--- config.mk ---
export PLATFORM = sky130hd
export DESIGN_NAME = hazard_ctrl_unit
export DESIGN_NICKNAME = d
export VERILOG_FILES = /design/src/rtl/hazard_ctrl_unit.sv
export SDC_FILE = /design/constraint.sdc
export NUM_CORES = 1
export LEC_CHECK = 0
export BUFFER_PORTS_ARGS = -buffer_cell sky130_fd_sc_hd__buf_2
export CAP_MARGIN = 30
export CORE_UTILIZATION = 45
export DETAILED_ROUTE_END_ITERATION = 10
export PLACE_DENSITY = 0.89
export SLEW_MARGIN = 25
export SYNTH_ARGS = -nofsm -noshare
export SYNTH_HDL_FRONTEND = slang
export SYNTH_SLANG_ARGS = --single-unit
--- constraint.sdc ---
create_clock -name clk1 -period 2.9 [get_ports clk1]
set_input_delay 0.145 -clock clk1 [delete_from_list [all_inputs] [get_ports clk1]]
set_output_delay 0.145 -clock clk1 [all_outputs]
set_load 0.03 [all_outputs]
--- src/rtl/hazard_ctrl_unit.sv ---
// Hazard controller for the 5-stage RV32 pipeline: tracks rd of EX/MA/RW, drives stall, flush and forwarding.
// Optional performance counters are built only when HAZARD_PERF_CNT_EN is defined; otherwise they read 0.
module hazard_ctrl_unit #(
  parameter int NREG   = 32,
  parameter int FWD_EN = 1,
  localparam int RAW   = $clog2(NREG)
) (
  input  logic           clk1,
  input  logic           rst,
  input  logic           of_valid_i,
  input  logic [RAW-1:0] of_rs1_i,
  input  logic [RAW-1:0] of_rs2_i,
  input  logic           of_rs1_used_i,
  input  logic           of_rs2_used_i,
  input  logic [RAW-1:0] of_rd_i,
  input  logic           of_rd_we_i,
  input  logic           of_is_load_i,
  input  logic           ex_branch_taken_i,
  input  logic           ma_mem_ready_i,
  output logic [4:0]     stall_o,
  output logic           flush_o,
  output logic [1:0]     fwd_sel1_o,
  output logic [1:0]     fwd_sel2_o,
  output logic [31:0]    cnt_lu_stall_o,
  output logic [31:0]    cnt_mem_stall_o,
  output logic [31:0]    cnt_flush_o
);

  typedef struct packed {
    logic           valid;
    logic [RAW-1:0] rd;
    logic           we;
    logic           ld;
  } slot_t;

  localparam slot_t SLOT_EMPTY = '0;

  function automatic logic slot_match(input slot_t s, input logic [RAW-1:0] rs, input logic used);
    return s.valid & s.we & (s.rd == rs) & (rs != {RAW{1'b0}}) & used;
  endfunction

  // An EX load cannot forward yet; a MA load forwards only once memory has answered.
  function automatic logic [1:0] fwd_pick(input slot_t ex_s, input slot_t ma_s,
                                          input logic m_ex, input logic m_ma,
                                          input logic m_rw, input logic rdy);
    logic [1:0] sel;
    sel = 2'd0;
    if (m_ex && !ex_s.ld) begin
      sel = 2'd1;
    end else if (m_ma) begin
      sel = (ma_s.ld && !rdy) ? 2'd0 : 2'd2;
    end else if (m_rw) begin
      sel = 2'd3;
    end else begin
      sel = 2'd0;
    end
    return sel;
  endfunction

  slot_t ex_q, ma_q, rw_q;
  slot_t ex_d, ma_d, rw_d;
  slot_t of_slot_s;
  logic  flush_q, flush_d;
  logic  m1_ex_s, m1_ma_s, m1_rw_s, m2_ex_s, m2_ma_s, m2_rw_s;
  logic  mem_wait_s, raw_hz_s, hz_stall_s, issue_s;
  logic [4:0] stall_s;
  logic [1:0] fwd1_s, fwd2_s;

  assign of_slot_s = {1'b1, of_rd_i, of_rd_we_i, of_is_load_i};

  // Hazard detection, stall vector, forwarding selects and tracker next state.
  always_comb begin
    m1_ex_s = slot_match(ex_q, of_rs1_i, of_rs1_used_i);
    m1_ma_s = slot_match(ma_q, of_rs1_i, of_rs1_used_i);
    m1_rw_s = slot_match(rw_q, of_rs1_i, of_rs1_used_i);
    m2_ex_s = slot_match(ex_q, of_rs2_i, of_rs2_used_i);
    m2_ma_s = slot_match(ma_q, of_rs2_i, of_rs2_used_i);
    m2_rw_s = slot_match(rw_q, of_rs2_i, of_rs2_used_i);

    mem_wait_s = ma_q.valid & ma_q.ld & ~ma_mem_ready_i;

    if (FWD_EN != 0) begin
      raw_hz_s = ex_q.ld & (m1_ex_s | m2_ex_s);
    end else begin
      raw_hz_s = m1_ex_s | m1_ma_s | m1_rw_s | m2_ex_s | m2_ma_s | m2_rw_s;
    end

    // A squashed or about-to-be-squashed OF instruction never needs to wait.
    hz_stall_s = of_valid_i & raw_hz_s & ~flush_q & ~ex_branch_taken_i & ~mem_wait_s;

    if (mem_wait_s) begin
      stall_s = 5'b01111;
    end else if (hz_stall_s) begin
      stall_s = 5'b00011;
    end else begin
      stall_s = 5'b00000;
    end

    issue_s = of_valid_i & ~stall_s[1] & ~flush_q & ~ex_branch_taken_i;

    if (FWD_EN != 0) begin
      fwd1_s = fwd_pick(ex_q, ma_q, m1_ex_s, m1_ma_s, m1_rw_s, ma_mem_ready_i);
      fwd2_s = fwd_pick(ex_q, ma_q, m2_ex_s, m2_ma_s, m2_rw_s, ma_mem_ready_i);
    end else begin
      fwd1_s = 2'd0;
      fwd2_s = 2'd0;
    end

    // A branch seen during a memory wait is held until EX can advance.
    flush_d = ex_branch_taken_i & ~mem_wait_s;

    if (mem_wait_s) begin
      ex_d = ex_q;
      ma_d = ma_q;
      rw_d = SLOT_EMPTY;
    end else begin
      ex_d = issue_s ? of_slot_s : SLOT_EMPTY;
      ma_d = ex_q;
      rw_d = ma_q;
    end
  end

  // Tracker slots and registered flush.
  always_ff @(posedge clk1 or posedge rst) begin
    if (rst) begin
      ex_q    <= SLOT_EMPTY;
      ma_q    <= SLOT_EMPTY;
      rw_q    <= SLOT_EMPTY;
      flush_q <= 1'b0;
    end else begin
      ex_q    <= ex_d;
      ma_q    <= ma_d;
      rw_q    <= rw_d;
      flush_q <= flush_d;
    end
  end

  assign stall_o    = stall_s;
  assign flush_o    = flush_q;
  assign fwd_sel1_o = fwd1_s;
  assign fwd_sel2_o = fwd2_s;

`ifdef HAZARD_PERF_CNT_EN
  function automatic logic [31:0] sat_inc(input logic [31:0] v, input logic en);
    return (en && (v != 32'hFFFF_FFFF)) ? (v + 32'd1) : v;
  endfunction

  logic [31:0] cnt_lu_q, cnt_mem_q, cnt_fl_q;
  logic [31:0] cnt_lu_d, cnt_mem_d, cnt_fl_d;

  assign cnt_lu_d  = sat_inc(cnt_lu_q, hz_stall_s);
  assign cnt_mem_d = sat_inc(cnt_mem_q, mem_wait_s);
  assign cnt_fl_d  = sat_inc(cnt_fl_q, flush_q);

  // Saturating per-cycle event counters.
  always_ff @(posedge clk1 or posedge rst) begin
    if (rst) begin
      cnt_lu_q  <= 32'd0;
      cnt_mem_q <= 32'd0;
      cnt_fl_q  <= 32'd0;
    end else begin
      cnt_lu_q  <= cnt_lu_d;
      cnt_mem_q <= cnt_mem_d;
      cnt_fl_q  <= cnt_fl_d;
    end
  end

  assign cnt_lu_stall_o  = cnt_lu_q;
  assign cnt_mem_stall_o = cnt_mem_q;
  assign cnt_flush_o     = cnt_fl_q;
`else
  assign cnt_lu_stall_o  = 32'd0;
  assign cnt_mem_stall_o = 32'd0;
  assign cnt_flush_o     = 32'd0;
`endif

endmodule

### Yosys cells after proc, flatten, opt, wreduce, memory -nomap -nowiden

Index checks and enable logic that the tools add are counted.

| cells by class | value |
|---|---|
| reductions and logical operators | 7 |
| muxes and demuxes | 11 |
| equality and inequality tests | 6 |
| bitwise logic cells | 38 |

Operators by type and width:

| operator | count |
|---|---|
| 1-bit bitwise AND | 32 |
| 5-bit == test | 6 |
| 2-bit 2-to-1 mux | 8 |
| 8-bit 2-to-1 mux | 2 |
| 5-bit nonzero test | 2 |
| 1-bit NOT | 5 |
| 4-bit 2-to-1 mux | 1 |
| 1-bit logical AND | 3 |
| 1-bit zero test | 2 |
| 1-bit OR | 1 |

| storage, ports and cells | value |
|---|---|
| output and inout bits | 106 |
| register bits after elaboration | 24 |
| bits of input ports | 24 |

### Longest topological paths before layout

| depth | value |
|---|---|
| depth in word-level cells | 17 |
| gate-level depth with buffers | 6 |

### Worst setup path after synthesis

Ideal clock, no wire load.

| timing path | value |
|---|---|
| kind | reg-to-output |
| start point | register ex_q[6] (netlist name) |
| end point | output stall_o[1] |
| stages on the path, launching flop included | 7 |
| setup slack | 0.908 ns |
| data required time | 2.755 ns |
| arrival time | 1.847 ns |
| path through | dfrtp_1 > xor2_1 > nor4_2 > o211ai_4 > a21boi_4 > a21o_1 > buf_4 |

| on the way | value |
|---|---|
| word-level cells in the longest chain between the ends | 12 |
| elaborated cells between the ends (all ways) | 16 |
| those cells by class | eq/ne (2); mux (2); bitwise (12) |

RTL lines:

| what | line | RTL |
|---|---|---|
| start, declared | 60 | `slot_t ex_q, ma_q, rw_q;` |
| start signal, assigned | 126 | `ex_q <= SLOT_EMPTY;` |
| start signal, assigned | 131 | `ex_q <= ex_d;` |
| 5-bit == test | 39 | `return s.valid & s.we & (s.rd == rs) & (rs != {RAW{1'b0}}) & used;` |
| 1-bit bitwise AND (3 in series) | 39 |  |
| 1-bit OR (*) | 83 | `raw_hz_s = ex_q.ld & (m1_ex_s \| m2_ex_s);` |
| 1-bit bitwise AND (*) | 83 |  |
| 1-bit bitwise AND (*) (4 in series) | 89 | `hz_stall_s = of_valid_i & raw_hz_s & ~flush_q & ~ex_branch_taken_i & ~mem_wait_s;` |
| 2-bit 2-to-1 mux (*) | 93 | `end else if (hz_stall_s) begin` |
| 4-bit 2-to-1 mux (*) | 91 | `if (mem_wait_s) begin` |
| end, declared | 20 | `output logic [4:0] stall_o,` |

Mark *: on every way between the ends. The rest lies on a longest branch, timed or not.

### Worst setup path after layout

| timing path | value |
|---|---|
| start point | register ex_q[6] (netlist name) |
| end point | output stall_o[0] |

Same word-level chain as after synthesis.

==> results.cfg <==
[clocking]
cts_buffer_depth = 2
path_clk_slew_ns = 0.08
holdBufCountCts = 0
cts_root_buf = clkbuf_8
cts_resized = 0
numCtsBuffers = 3
cts.sinks = 24
tritoncts = done
cts_setup_buffers = 0
cts_htree_levels = 1
clock_latency_ns = 0.27

[synth]
synth_area_per_cell_um2 = 8.54
synth_xor_xnor_area_share_pct = 12.4
ys_types = 28
synth_fa_ha_area_share_pct = 0
synthCells = 248
synth_compound_area_share_pct = 6.38
yosys-mux-area-fraction_pct = 0
synthSimpleGateAreaFrac_pct = 16.2
yosysSeqAreaShare_pct = 28.4
ys_seq_elements = 24
yosysWarnings = 0
syn_area_um2 = 2120
synth_top_family_by_area = buffers and inverters

[drt]
num_vias = 1407
wl_um = 3650
drt_iter0_markers = 124
via_per_inst = 4.24
drt-wirelength-per-cell_um = 11.0
drt_pass1_iterations = 9
drtAntennaViolNets = 0
drc_errors = 22

[timing]
maxClockFrequency_mhz = 444
setup_tns_ns = 0
min_period_over_period_pct = 77.7
finClkSkew_ns = 0.00642
layout_min_cycle_time_ns = 2.25
relSlewSlack_pct = 66.2
hold_violations = 0
worst_pin_slew_ns = 0.507
slew_violations = 0
setup_violations = 0
rsz0062_at_grt = no

[setup_path]
crit_path_end_kind = primary output
crit_fanout = 9
rr_endpoint = ex_q[7]
startpoint_type = register
cp.required_ns = 2.76
critPathArrivalTime_ns = 2.11
path_class = register to primary output
cp-startpoint = ex_q[6]
worstRegToRegCells = 5
worstReg2RegStart = ex_q[6]
r2r_slack_ns = 1.18

[global_routing]
grtUsageTotal_pct = 14.5
grt_max_degree = 25
gr-total-overflow = 0
antenna_found_initial = 0
grt_pass1_wl_um = 5610
grt_pass1_vias = 1134

[power]
p_clk_share_pct = 32.9
pwr-share-seq_pct = 39.3
switching_share_pct = 37.1
p_leak_nw = 1.13
finalPower_mw = 0.903
vdd_ir_drop_max_uv = 240
p_per_area_nw_per_um2 = 441
p_sw_mw = 0.335
p_int_mw = 0.568
comb_power_share_pct = 27.8

[hold_path]
holdPathStages = 3
hp-class = primary input to register
min-delay-start = of_is_load_i
min_to = ex_q[0]

[die]
core-area_um2 = 4440
die_area_um2 = 4990
die_x_um = 70.6
die_h_um = 70.6
ioPinCount = 130
rows = 24
start_util_pct = 47.7

[place]
dp_hpwl_um = 2910
placed_cell_area_um2 = 1950
gp_congestion = 0.881
port_buffers = 32

[layout]
layout-drive-gt1-share_pct = 15.7
antenna_cells = 0
final_nets = 305
fin_area_um2 = 2050
areaGrowthSynthToFinish_pct = -3.43

[run_status]
violations = DRC
outcome = finished with violations

[job]
maxCapViolCount = 0
==> power groups by stage <==
stage | clock [mW] | combinational, mW | sequential (mW)
after floorplan | 0 | 0.309 | 0.360
after global routing | 0.318 | 0.267 | 0.357
final | 0.297 | 0.251 | 0.355
after global placement | 0 | 0.242 | 0.361
after detailed placement | 0 | 0.246 | 0.362
after CTS | 0.300 | 0.246 | 0.355
==> synthesized netlist by cell type <==
| master | instances | area share [%] |
|---|---|---|
| a21o_1 | 1 | 0.35 |
| buf_1 | 1 | 0.18 |
| or3_4 | 1 | 0.53 |
| nor3b_1 | 1 | 0.35 |
| or3_1 | 2 | 0.59 |
| and2_1 | 8 | 2.4 |
| o21ai_1 | 8 | 1.9 |
| o21ai_0 | 4 | 0.95 |
| nor4_2 | 1 | 0.59 |
| conb_1 | 1 | 0.18 |
| nor2b_1 | 2 | 0.59 |
| a21oi_1 | 2 | 0.47 |
| o211ai_4 | 1 | 1.0 |
| nand2b_1 | 2 | 0.59 |
| o21ai_2 | 2 | 0.83 |
| clkbuf_1 | 2 | 0.35 |
| nand3_1 | 2 | 0.47 |
| xnor2_1 | 15 | 6.2 |
| nor4_1 | 4 | 1.2 |
| a21boi_4 | 1 | 0.89 |
| inv_1 | 3 | 0.53 |
| or4_1 | 2 | 0.71 |
| nand4_1 | 5 | 1.5 |
| dfrtp_1 | 24 | 28 |
| nor2_1 | 3 | 0.53 |
| nand2_1 | 35 | 6.2 |
| xor2_1 | 15 | 6.2 |
| buf_4 | 100 | 35 |
==> metrics by stage <==
step	instances	hold WS [ns]	util [%]	worst slack (ns)
2_1_floorplan	344	0.160	-	0.908
3_3_place_gp	326	0.369	43.9	1.01
3_5_place_dp	326	0.374	43.9	0.937
4_1_cts	330	0.0906	45.5	0.632
5_1_grt	332	0.0895	46.0	0.491
6_report	332	0.0946	46.0	0.648
==> critical path: stages (launching register included) <==
cell and delay (ns):
dfrtp_1 0.43, xor2_1 0.19, nor4_2 0.40, o211ai_4 0.15
a21boi_4 0.31, a21o_1 0.17, buf_2 0.19
==> state kept, by name (all words and copies together), names as in the netlist <==
name     flops
flush_o      1
ma_q         8
ex_q         8
rw_q         7
==> worst max-delay path by stage <==
stage                               end  slack, ns
final                        stall_o[0]       0.65
after global placement    fwd_sel1_o[0]       1.01
after floorplan              stall_o[1]       0.91
after global routing         stall_o[0]       0.49
after CTS                    stall_o[0]       0.63
after detailed placement     stall_o[0]       0.94
==> cells by family after synthesis <==
| family | count (synthesis) |
|---|---|
| simple gates | 68 |
| xor+xnor | 30 |
| buf+inv | 106 |
| compound gates | 19 |
| other cells | 1 |
| flops | 24 |
==> metal layers <==
layer / GRT usage [%] / up-vias / share of wire, %
met2: 22.7 / 101 / 48
met3: 3.99 / 5 / 11
met4: 3.33 / 0 / 0.77
met5: 0 / - / 0
li1: - / 654 / -
met1: 20.3 / 647 / 40
==> cell type report <==
cell class | count | area (µm²)
clock inverters | 1 | 30.0
fillers | 450 | 2400
inverters | 3 | 11.3
flip-flops and latches | 24 | 601
repair buffers | 35 | 193
well taps | 52 | 65.1
multi-input cells | 214 | 1100
clock buffers | 3 | 41.3
==> cells in the final DEF (no fill, tap or decap) <==
cell,count
o211ai_4,1
nand3_1,2
nor2b_1,2
a21oi_1,2
xnor2_1,15
nand2b_1,2
dlygate4sd3_1,1
a21o_1,1
a21boi_4,1
dfrtp_1,24
buf_2,32
or3_1,2
inv_1,3
nor2_1,3
nor3b_1,1
buf_8,1
nor4_2,1
nand4_1,5
nor4_1,4
o21ai_1,8
buf_4,1
and2_1,8
o21ai_0,4
bufinv_16,1
xor2_1,15
nand2_1,35
o21ai_2,2
or4_1,2
clkbuf_8,3
conb_1,97
or3_4,1
(Power assumes the default switching activity.)
